--- config.mk ---
export PLATFORM = sky130hd
export DESIGN_NAME = fetch_ctrl
export DESIGN_NICKNAME = d
export VERILOG_FILES = /design/src/rtl/fetch_ctrl.sv
export SDC_FILE = /design/constraint.sdc
export NUM_CORES = 1
export LEC_CHECK = 0
export ABC_CLOCK_PERIOD_IN_PS = 12700
export CORE_MARGIN = 2
export CORE_UTILIZATION = 65
export DETAILED_ROUTE_END_ITERATION = 7
export DONT_BUFFER_PORTS = 1
export MAX_ROUTING_LAYER = met4
export PLACE_DENSITY = 0.81
export SLEW_MARGIN = 20
export SYNTH_ARGS = -nofsm -noshare
export SYNTH_HDL_FRONTEND = slang
export SYNTH_SLANG_ARGS = --single-unit
--- constraint.sdc ---
create_clock -name clk -period 12.7 [get_ports clk]
set_clock_uncertainty 0.1 [all_clocks]
set_input_delay 2.54 -clock clk [delete_from_list [all_inputs] [get_ports clk]]
set_output_delay 2.54 -clock clk [all_outputs]
set_load 0.1 [all_outputs]
--- src/rtl/fetch_ctrl.sv ---
`timescale 1ns/1ps
// fetch_ctrl: fetch-stage sequencer between the PC/redirect sources and the
// instruction cache.
//
// Purpose:
//   Owns the fetch PC. Issues at most one cache request per cycle and tracks
//   up to MAX_OUT requests in flight plus buffered responses. Responses that
//   belong to requests issued before a redirect are discarded. Live responses
//   are queued in order and presented to decode. A misaligned PC produces a
//   single ADEF packet, after which issue halts until the next flush.
//
// Ports:
//   clk, rst (async, active-low)
//   flush/new_pc         backend redirect (highest priority)
//   bp_taken/bp_target   predictor redirect
//   pause, stall         hold request issue
//   iuncache             1: 4-byte uncached fetch, 0: 8-byte cached fetch
//   ic_req_*             cache request (valid/ready)
//   ic_resp_valid/data   cache response, in request order
//   fetch_*              packet to decode (valid/ready)
//   dbg_state_o          1 while halted after an address error
//
// Handshake rule:
//   A transfer happens on a rising clk edge when valid and ready are both 1.
//   A valid packet stays stable until it is accepted or a redirect clears it.
//   Once raised, ic_req_valid may still drop when pause/stall rises.
//
// Optional feature (macro FETCH_PERF_CNT_EN):
//   Adds perf_req_cnt, perf_kill_cnt and perf_hold_cnt. These are free-running
//   32-bit counters.
module fetch_ctrl #(
    parameter logic [31:0]       RESET_PC  = 32'h1c000000,
    parameter int                MAX_OUT   = 4,
    parameter int                EXCP_W    = 7,
    parameter logic [EXCP_W-1:0] ADEF_CODE = EXCP_W'(8'h08),
    parameter logic [EXCP_W-1:0] NOP_CODE  = '0
) (
    input  logic              clk,
    input  logic              rst,
    input  logic              flush,
    input  logic [31:0]       new_pc,
    input  logic              bp_taken,
    input  logic [31:0]       bp_target,
    input  logic              pause,
    input  logic              stall,
    input  logic              iuncache,
    output logic              ic_req_valid,
    input  logic              ic_req_ready,
    output logic [31:0]       ic_req_addr,
    output logic              ic_req_uncached,
    input  logic              ic_resp_valid,
    input  logic [63:0]       ic_resp_data,
    output logic              fetch_valid,
    input  logic              fetch_ready,
    output logic [31:0]       fetch_pc,
    output logic [63:0]       fetch_inst,
    output logic              fetch_inst_en2,
    output logic              fetch_excp,
    output logic [EXCP_W-1:0] fetch_excp_cause,
`ifdef FETCH_PERF_CNT_EN
    output logic [31:0]       perf_req_cnt,
    output logic [31:0]       perf_kill_cnt,
    output logic [31:0]       perf_hold_cnt,
`endif
    output logic              dbg_state_o
);

    localparam int CW = $clog2(MAX_OUT + 1);
    localparam int PW = $clog2(MAX_OUT);
    localparam logic [CW-1:0] MAX_CNT = CW'(MAX_OUT);

    typedef enum logic {S_RUN = 1'b0, S_HALT = 1'b1} state_e;

    typedef struct packed {
        logic [31:0]       pc;
        logic [63:0]       inst;
        logic              en2;
        logic              excp;
        logic [EXCP_W-1:0] cause;
    } pkt_t;

    state_e          state_q, state_d;
    logic [31:0]     pc_q, pc_d;
    logic [CW-1:0]   inflight_q, inflight_d;
    logic [CW-1:0]   kill_q, kill_d;
    logic [CW-1:0]   fifo_cnt_q, fifo_cnt_d;
    logic [PW-1:0]   tag_wr_q, tag_wr_d, tag_rd_q, tag_rd_d;
    logic [PW-1:0]   fifo_wr_q, fifo_wr_d, fifo_rd_q, fifo_rd_d;

    logic [31:0]     tag_pc_q  [MAX_OUT];
    logic            tag_unc_q [MAX_OUT];
    pkt_t            fifo_q    [MAX_OUT];

    logic run, aligned, room, hs, resp, redirect, pop;
    logic live_push, adef_push, push;
    pkt_t push_pkt, head;

    assign run      = (state_q == S_RUN);
    assign aligned  = (pc_q[1:0] == 2'b00);
    assign room     = ({1'b0, inflight_q} + {1'b0, fifo_cnt_q}) < {1'b0, MAX_CNT};
    // Gated by rst so every control output reads 0 while reset is held.
    assign ic_req_valid    = rst & run & ~pause & ~stall & aligned & room;
    assign ic_req_addr     = pc_q;
    assign ic_req_uncached = ic_req_valid & iuncache;
    assign hs       = ic_req_valid & ic_req_ready;
    // A response with nothing outstanding is a protocol error and is ignored.
    assign resp     = ic_resp_valid & (inflight_q != '0);
    // The predictor cannot pull the machine out of HALT; only flush can.
    assign redirect = flush | (run & bp_taken);
    assign fetch_valid = (fifo_cnt_q != '0);
    assign pop      = fetch_valid & fetch_ready;

    assign live_push = resp & (kill_q == '0) & ~redirect;
    // kill_q <= inflight_q always holds, so inflight_q==0 implies nothing
    // stale is still pending; both are checked to keep the intent explicit.
    assign adef_push = run & ~aligned & ~redirect & (inflight_q == '0) &
                       (kill_q == '0) & ((fifo_cnt_q != MAX_CNT) | pop);
    assign push = live_push | adef_push;

    always_comb begin
        push_pkt = '0;
        if (adef_push) begin
            push_pkt.pc    = pc_q;
            push_pkt.excp  = 1'b1;
            push_pkt.cause = ADEF_CODE;
        end else begin
            push_pkt.pc    = tag_pc_q[tag_rd_q];
            push_pkt.inst  = ic_resp_data;
            push_pkt.en2   = ~tag_unc_q[tag_rd_q];
            push_pkt.cause = NOP_CODE;
        end
    end

    always_comb begin
        state_d    = state_q;
        pc_d       = pc_q;
        inflight_d = inflight_q + CW'(hs) - CW'(resp);
        kill_d     = kill_q;
        fifo_cnt_d = fifo_cnt_q + CW'(push) - CW'(pop);
        tag_wr_d   = hs   ? tag_wr_q + PW'(1)  : tag_wr_q;
        tag_rd_d   = resp ? tag_rd_q + PW'(1)  : tag_rd_q;
        fifo_wr_d  = push ? fifo_wr_q + PW'(1) : fifo_wr_q;
        fifo_rd_d  = pop  ? fifo_rd_q + PW'(1) : fifo_rd_q;

        if (resp && kill_q != '0) begin
            kill_d = kill_q - CW'(1);
        end
        if (hs) begin
            pc_d = pc_q + (iuncache ? 32'd4 : 32'd8);
        end
        if (adef_push) begin
            state_d = S_HALT;
        end

        if (flush) begin
            pc_d    = new_pc;
            state_d = S_RUN;
        end else if (run && bp_taken) begin
            pc_d = bp_target;
        end

        // Everything still outstanding after a redirect is stale, including
        // a request accepted this very cycle. Counting from inflight_d keeps
        // back-to-back redirects from counting the same request twice.
        if (redirect) begin
            kill_d     = inflight_d;
            fifo_cnt_d = '0;
            fifo_wr_d  = '0;
            fifo_rd_d  = '0;
        end
    end

    always_ff @(posedge clk or negedge rst) begin
        if (!rst) begin
            state_q    <= S_RUN;
            pc_q       <= RESET_PC;
            inflight_q <= '0;
            kill_q     <= '0;
            fifo_cnt_q <= '0;
            tag_wr_q   <= '0;
            tag_rd_q   <= '0;
            fifo_wr_q  <= '0;
            fifo_rd_q  <= '0;
        end else begin
            state_q    <= state_d;
            pc_q       <= pc_d;
            inflight_q <= inflight_d;
            kill_q     <= kill_d;
            fifo_cnt_q <= fifo_cnt_d;
            tag_wr_q   <= tag_wr_d;
            tag_rd_q   <= tag_rd_d;
            fifo_wr_q  <= fifo_wr_d;
            fifo_rd_q  <= fifo_rd_d;
        end
    end

    // Storage arrays carry no reset; occupancy counters qualify their contents.
    always_ff @(posedge clk) begin
        if (hs) begin
            tag_pc_q[tag_wr_q]  <= pc_q;
            tag_unc_q[tag_wr_q] <= iuncache;
        end
        if (push) begin
            fifo_q[fifo_wr_q] <= push_pkt;
        end
    end

    assign head             = fifo_q[fifo_rd_q];
    assign fetch_pc         = fetch_valid ? head.pc    : '0;
    assign fetch_inst       = fetch_valid ? head.inst  : '0;
    assign fetch_inst_en2   = fetch_valid & head.en2;
    assign fetch_excp       = fetch_valid & head.excp;
    assign fetch_excp_cause = fetch_valid ? head.cause : '0;
    assign dbg_state_o      = (state_q == S_HALT);

`ifdef FETCH_PERF_CNT_EN
    logic [31:0] perf_req_q, perf_kill_q, perf_hold_q;

    always_ff @(posedge clk or negedge rst) begin
        if (!rst) begin
            perf_req_q  <= '0;
            perf_kill_q <= '0;
            perf_hold_q <= '0;
        end else begin
            if (hs) perf_req_q <= perf_req_q + 32'd1;
            // A response landing on a redirect cycle is dropped as well.
            if (resp && (kill_q != '0 || redirect)) perf_kill_q <= perf_kill_q + 32'd1;
            if (run && !ic_req_valid) perf_hold_q <= perf_hold_q + 32'd1;
        end
    end

    assign perf_req_cnt  = perf_req_q;
    assign perf_kill_cnt = perf_kill_q;
    assign perf_hold_cnt = perf_hold_q;
`endif

endmodule

Word level (Yosys, flattened, before mapping)
Memories as Yosys holds them, arrays and structs flattened.
Index checks and enable logic that the tools add are counted.
- register bits after elaboration: 50
- bits in writable memories: 540
- input bits: 138
- output and inout bits: 141
- word-level logic and storage cells: 90
- memories kept: 3
- memories (name ; words ; width ; read ports ; clocked after Yosys merged registers in ; wr ports ; line ; source):
    fifo_q ; 4 ; 102 ; 1 ; 0 ; 1 ; 92 ; pkt_t fifo_q [MAX_OUT];
    tag_pc_q ; 4 ; 32 ; 1 ; 0 ; 1 ; 90 ; logic [31:0] tag_pc_q [MAX_OUT];
    tag_unc_q ; 4 ; 1 ; 1 ; 0 ; 1 ; 91 ; logic tag_unc_q [MAX_OUT];
- add/subtract/negate cells: 11
- $lt $le $gt $ge: 1
- equality and inequality tests: 1
- multiplexer cells: 24
- bitwise logic cells: 28
- reductions and logical operators: 13
- operator list (kind ; count):
    32-bit two-way mux ; 5
    65-bit two-way mux ; 1
    64-bit two-way mux ; 1
    32-bit by 4-bit adder with 32-bit output ; 1
    1-bit AND ; 19
    3-bit nonzero test ; 4
    3-bit two-way mux ; 3
    2-bit by 1-bit adder with 2-bit output (second input constant) ; 4
    2-bit two-way mux ; 4
    4-bit two-way mux ; 2
    2-bit nonzero test ; 4
    1-bit two-way mux ; 7
    7-bit two-way mux ; 1
    3-bit by 1-bit adder with 3-bit output ; 2
    3-bit logical NOT ; 2
    1-bit NOT ; 6
    3-bit by 1-bit subtractor with 3-bit output ; 2
    3-bit by 3-bit adder with 4-bit output ; 1
    4-bit by 3-bit less-than comparator with 1-bit output (second input constant) ; 1
    3-bit inequality test (second input constant) ; 1
    1-bit OR ; 3
    3-bit by 1-bit subtractor with 3-bit output (second input constant) ; 1
    1-bit logical AND ; 2
    2-bit logical NOT ; 1

Depth between registers and ports, before layout
- depth after elaboration: 12
- gate-level depth with buffers: 13
- mapped depth without buffers: 13

Worst setup path before layout
OpenSTA, ideal clock, no wires.
- kind: in2out
- start: input port pause
- end: output port ic_req_uncached
- data arrival time: 7.046 ns
- data required time: 10.060 ns
- path slack: 3.014 ns
- cell stages on the path: 3
- buffers on the path: 0
- cells stage by stage: or4b_4 nor4_1 and2_1
- cells in the longest elaborated chain, start to end: 6
- RTL lines (element ; line ; source):
    from (decl) ; 44 ; input logic pause,
    1-bit NOT ; 102 ; assign ic_req_valid = rst & run & ~pause & ~stall & aligned & room;
    1-bit AND (4 in series) ; 102 ;
    via ic_req_valid ; 47 ; output logic ic_req_valid,
    1-bit AND ; 104 ; assign ic_req_uncached = ic_req_valid & iuncache;
    to (decl) ; 50 ; output logic ic_req_uncached,
The timed path passes the listed nets, and every way through them passes these cells.

Worst setup path in the final report
- start: input port pause
- end: output port ic_req_uncached
- cells in the longest elaborated chain, start to end: 6
- RTL lines (element ; line):
    1-bit NOT ; 102
    1-bit AND (4 in series) ; 102
    1-bit AND ; 104
Every way passes these cells.

==> flow_summary.json <==
{
  "status": "complete, no violations",
  "dp.cells": 1820,
  "synth.cell_area_um2": 23870,
  "rows": 70,
  "start_kind": "input pin",
  "cts.sink_count": 574,
  "hold_start": "tag_rd_q[0]$_DFFE_PN0P_",
  "drtPass1Iterations": 7,
  "max-cap-violations": 0,
  "critPathCaptureType": "output port",
  "min_period_ns": 7.033,
  "path_clk_slew_ns": 0.06,
  "gp_congestion": 0.9043,
  "ys_seq_elements": 574,
  "grt_pass1_wl_um": 72730,
  "htreeDepth": 2,
  "drt-met1-wl_um": 19430,
  "cp-startpoint": "pause",
  "fin_crit_sh_pct": 55.38,
  "synthCells": 1391,
  "met2WireLength_um": 23140,
  "layout_common_cells": "524 x edfxtp_1, 172 x and2_1, 131 x mux4_2, 131 x nand2_1, 57 x clkbuf_16",
  "cts_setup_buffers": 0,
  "whs_endpoint": "tag_rd_q[0]$_DFFE_PN0P_",
  "drv_slew": 0,
  "synthArstFlopShare_pct": 8.711,
  "synth_area_per_cell_um2": 17.16,
  "route.met3.wl_um": 3316,
  "vias": 12257,
  "r2r_cells": 5,
  "tightest_slew_ns": 1.163,
  "die_area_um2": 38280,
  "p_leak_nw": 8.646,
  "cp_max_fo": 3,
  "path_class": "input pin to output port",
  "synth_cell_types": 64,
  "holdPathStages": 1,
  "postPlaceCellArea_um2": 24490,
  "viasPerCell": 6.374,
  "clockBufferDepth": 3,
  "cts_made_buffers": 55,
  "yosysWarnings": 0,
  "min_path_type": "flop to flop",
  "synth_ff_type": "edfxtp_1",
  "die_height_um": 195.6,
  "hpwlAfterDp_um": 28050,
  "gr-total-overflow": 0,
  "final_layout_size_suffix_gt1_share_pct": 19.48,
  "hold_viol": 0,
  "fin_util_pct": 72.30,
  "wl_per_cell_um": 24.57,
  "drtIter0Drc": 1075,
  "setup_violations": 0,
  "fin_nets": 1568,
  "track_usage_pct": 26.16,
  "post_cts_resized": 0,
  "highest_layer": "met4",
  "cts-root-buf": "clkbuf_16",
  "grt_pass1_vias": 12462,
  "start_util_pct": 65.68,
  "r2r_slack_ns": 8.41,
  "die_x_um": 195.6,
  "design.core.area_um2": 36350,
  "cts_tree": "done",
  "hold_buffers": 0,
  "reg2reg_from": "dbg_state_o$_DFFE_PN0P_",
  "io_buffers": 0,
  "grt_setup_unrepaired": "no",
  "powerDensity_nw_per_um2": 169.8,
  "final_antenna_net_count": 0,
  "fmax_mhz": 142.2,
  "fin_tns_setup_ns": 0,
  "ys_seq_area_share_pct": 71.17,
  "cp.arrival_ns": 4.39,
  "max-slew-margin-rel_pct": 22.45,
  "drt_wl_total_um": 47260,
  "grt_start_max_net_pins": 103,
  "antenna_found_initial": 2,
  "syn2layout_area_growth_pct": 10.07,
  "final_cell_count_no_fill": 1923,
  "clk_latency_ns": 0.58,
  "design_area_um2": 26280,
  "peakVddDrop_uv": 123.9,
  "cp.required_ns": 10.06,
  "io_pins": 279,
  "timing.rr.end": "fifo_q[3][6]$_DFFE_PP_",
  "mostFrequentLayoutCell": "edfxtp_1",
  "power.total_w": 0.004462,
  "synth_edf_count": 524,
  "route.detailed.drc": 0
}
==> cell type report <==
type                            instances  area [um2]
Clock buffer                           79        1559
Timing Repair Buffer                   42       339.1
Multi-Input combinational cell        714        6497
Sequential cell                       574       17000
Inverter                               22       82.58
Clock inverter                         22       206.4
Fill cell                            2165       10070
Antenna cell                            2       5.005
Tap cell                              468       585.6
==> worst max-delay path by stage <==
stage,endpoint,slack [ns]
floorplan,ic_req_uncached,3.01
global placement,ic_req_uncached,5.65
detailed placement,ic_req_uncached,5.66
CTS,ic_req_uncached,5.66
global route,ic_req_uncached,5.63
finish,ic_req_uncached,5.67
==> Yosys cell counts, types with 3 or more instances <==
cell type | n | area share, %
dfrtp_1 | 47 | 4.9
buf_4 | 7 | 0.22
o31ai_1 | 4 | 0.13
and2_1 | 177 | 4.6
and4_1 | 4 | 0.15
mux2i_1 | 5 | 0.21
nand3b_1 | 3 | 0.094
nand3_1 | 15 | 0.31
nor2_1 | 25 | 0.39
nand2_1 | 132 | 2.1
buf_1 | 6 | 0.094
nor3_1 | 13 | 0.27
o2bb2ai_1 | 3 | 0.11
o21a_1 | 4 | 0.13
mux4_2 | 131 | 12
o211ai_1 | 3 | 0.094
or3_1 | 4 | 0.10
o221ai_1 | 4 | 0.15
a31o_2 | 3 | 0.11
nor4_2 | 3 | 0.16
a31oi_1 | 6 | 0.16
ha_1 | 18 | 0.94
and3_1 | 8 | 0.21
a21oi_1 | 28 | 0.59
nor4_1 | 6 | 0.16
clkbuf_1 | 59 | 0.93
edfxtp_1 | 524 | 66
xor2_1 | 7 | 0.26
a2bb2oi_1 | 5 | 0.18
dfstp_2 | 3 | 0.33
nand4_1 | 10 | 0.26
inv_1 | 21 | 0.33
xnor2_1 | 9 | 0.33
buf_2 | 13 | 0.27
o21ai_0 | 41 | 0.86
fa_1 | 3 | 0.25
==> cells by family after synthesis <==
family | after synthesis | share of synthesized area, %
compound gates | 119 | 3.129
xor+xnor | 16 | 0.5870
fa+ha+maj | 21 | 1.195
buf+inv | 108 | 1.882
flops | 574 | 71.17
mux | 136 | 12.57
other cells | 1 | 0.01571
simple gates | 416 | 9.455
==> metrics by stage <==
stage / worst slack [ns] / hold slack (ns)
after floorplan: 3.014 / 0.3729
after global placement: 5.654 / 0.3600
after detailed placement: 5.659 / 0.3640
after CTS: 5.662 / 0.3759
after global routing: 5.629 / 0.4063
final: 5.667 / 0.3755
==> sequential cells by signal, summed over array words and instances, names as in the netlist <==
register     count
dbg_state_o      1
fifo_cnt_q       3
fifo_q         392
fifo_rd_q        2
fifo_wr_q        2
ic_req_addr     32
inflight_q       3
kill_q           3
tag_pc_q       128
tag_rd_q         2
tag_unc_q        4
tag_wr_q         2
==> power breakdown <==
| part | total [W] | internal (W) | leakage (nW) | switching [W] |
|---|---|---|---|---|
| Clock | 0.00158 | 0.000930 | 0.853 | 0.000654 |
| Combinational | 0.000624 | 0.000204 | 2.47 | 0.000420 |
| Sequential | 0.00225 | 0.00219 | 5.32 | 0.0000682 |
| Total | 0.00446 | 0.00332 | 8.65 | 0.00114 |
==> worst max-delay path: stages <==
cell and delay [ns]:
or4b_4 0.56, nor4_2 0.45, and2_1 0.84
==> per-layer routing <==
layer,track usage [%],vias to the layer above
li1,-,5393
met1,36.56,6260
met2,40.38,520
met3,4.024,84
met4,9.047,0
met5,-,-
No activity file was read; power rests on OpenSTA's default activity.
==> variant (config.mk and constraints unchanged) <==
The option `FETCH_PERF_CNT_EN` is turned on by a define.
--- a/src/rtl/fetch_ctrl.sv
+++ b/src/rtl/fetch_ctrl.sv
@@ -28,6 +28,8 @@
 // Optional feature (macro FETCH_PERF_CNT_EN):
 //   Adds perf_req_cnt, perf_kill_cnt and perf_hold_cnt. These are free-running
 //   32-bit counters.
+`define FETCH_PERF_CNT_EN
+
 module fetch_ctrl #(
     parameter logic [31:0]       RESET_PC  = 32'h1c000000,
     parameter int                MAX_OUT   = 4,
Formal check against the unedited RTL (old outputs only; new: perf_hold_cnt, perf_kill_cnt and perf_req_cnt): same outputs for any inputs over 4 cycles, from zero or initial values and one cycle with rst low; that may be too few to reach the edited logic, so the function may still have changed.
==> variant against the original RTL <==
  * Via count increased by 29%
  * Sequential cell count increased by 96
  * Cell area increased by 19%
  * Routed wire length increased by 33%
  * Area after synthesis increased by 20%
  * Sequential power increased by 28%
  * Setup slack got worse by 0.0068 ns
  * Power increased by 23%
  * Die area increased by 19%
  * Critical path type unchanged
  * Critical endpoint unchanged
  * Highest routed layer unchanged
==> variant: results (changes against the original RTL) <==
Status
The flow ran to the end, and the final reports show no timing, DRC or antenna violations.

Critical path
The most critical setup path has its startpoint at rst. The register-to-register path setup slack is 8.75 ns (+0.34 ns). The startpoint of the lowest-slack register-to-register path is dbg_state_o.

The logic depth of the worst register-to-register path was 8 (+3). The largest fanout on the critical path is 147 (+144). The endpoint identified for the worst register-to-register timing path is fifo_q[2][88].

Min path
The capture endpoint of the worst hold path is kill_q[1]. The origin of the worst min-delay path is kill_q[1]. The number of instances on the worst hold path is 2 (+1). The class of the worst hold path is register to register.

Clock network
The clock tree buffer depth is 3 (unchanged). The post-CTS setup buffer count came to 0 (unchanged). The total number of H-tree levels is 3 (+1). The number of CTS-inserted buffers is 68 (+24%). CTS placed an instance of clkbuf_16 at the clock tree root.

The post-CTS clock slew at the launch and capture registers of the worst setup and hold paths is 0.06 ns (about the same).

Layout
The final instance count without filler cells is 2461 (+28%). The number of nets in the layout came to 1984 (+27%). In the final layout, the registers with the most flip-flops are fifo_q x392, tag_pc_q x128. The fraction of final layout cells sized beyond drive strength 1 is 0.174 (-0.0207).

Logic synthesis
Yosys attributes the largest share of cell area to edfxtp_1 55%, dfrtp_1 13%, mux4_2 10%, and2_1 3.8%, nand2_1 2.1%. The commonest cells after synthesis are 524 x edfxtp_1, 174 x and2_1, 163 x nand2_1. The number of cells produced by synthesis is 1797 (+29%). The number of synthesized flops with an enable pin is 524 (unchanged).

The sequential cell area fraction in the yosys report came to 0.679 (-0.0329). The total of warnings raised by yosys came to 0 (unchanged). The distinct cell type count of the synthesized netlist is 72 (+13%).

The share of flip-flops with an asynchronous set or reset is 0.218 (+0.131).

Timing
The final number of setup-violating endpoints is 0 (unchanged). The worst max-slew margin expressed relative to the limit came to 0.204 (-0.0202).

Global route
The initial antenna violation count is 3 (+1). The via count of the first global-routing pass was 16200 (+30%). The combined global-route utilization of all metal layers is 0.287 (+0.0249). The pin count of the biggest net entering global routing came to 148 (+44%). The global-route wire length before repair was 94400 um (+30%).

Detailed routing
The routed wire length per instance is 25.4 um (+3.6%). The ratio of routed vias to standard cells is 6.40 (+0.41%). The length of the first detailed-routing pass in iterations is 5 (-2). The DRC violation total after the first TritonRoute iteration is 1576 (+47%).

Placement
The HPWL reported at the end of detailed placement came to 38500 um (+37%). The placed instance count is 2337 (+28%). The count of buffers inserted at the top-level ports is 0 (unchanged). The weighted congestion reported at the end of routability-driven placement is 0.868 (-4.0%).

Pwr
The power spent charging and discharging nets is 0.00160 W (+40%). The cell leakage power is 11.1 nW (+28%). The worst vdd rail ir drop was 216 uV (+74%).
==> variant: critical path: stages <==
cell,delay [ns]
nor4b_4,0.33
and4_1,0.24
buf_4,0.35
and2_1,0.83
==> variant: logic make-up (layout without fill, tap and decap cells) <==
kind of cell	after synthesis	in the layout	share of synthesized area
compound gates	124	124	0.0290
simple gates	598	598	0.119
flops	670	670	0.679
xor+xnor	106	106	0.0325
other cells	1	9	0.000131
buf+inv	134	205	0.0230
mux	140	140	0.107
fa+ha+maj	24	24	0.0113
==> variant: metal layers <==
metal | track usage | up-vias | share of wire
li1 | - | 6799 | -
met5 | - | - | 0
met4 | 0.0922 | 0 | 0.023
met2 | 0.448 | 748 | 0.49
met3 | 0.0719 | 110 | 0.094
met1 | 0.375 | 8094 | 0.39
==> variant: per-stage QoR <==
| stage | util | worst slack (ns) | instance area, um^2 | hold slack [ns] |
|---|---|---|---|---|
| floorplan | - | 4.54 | 28600 | 0.350 |
| CTS | 0.724 | 5.77 | 31300 | 0.402 |
| finish | 0.725 | 5.66 | 31400 | 0.402 |
| detailed placement | 0.675 | 5.78 | 29200 | 0.387 |
| global placement | 0.675 | 5.77 | 29200 | 0.371 |
| global route | 0.725 | 5.72 | 31400 | 0.432 |
==> variant: power groups by stage <==
stage | Sequential, W | Combinational (W) | Clock [W]
floorplan | 0.00290 | 0.000534 | 0
global placement | 0.00292 | 0.000666 | 0
detailed placement | 0.00292 | 0.000692 | 0
CTS | 0.00288 | 0.000697 | 0.00195
global route | 0.00289 | 0.000750 | 0.00203
finish | 0.00288 | 0.000696 | 0.00192
==> variant: final cells by class <==
class	count	area, um^2
fillers	2594	11900
diodes	3	7.51
well taps	585	732
inverters	39	146
repair buffers	45	342
flip-flops and latches	670	19400
multi-input cells	998	8600
clock buffers	95	1920
clock inverters	26	214
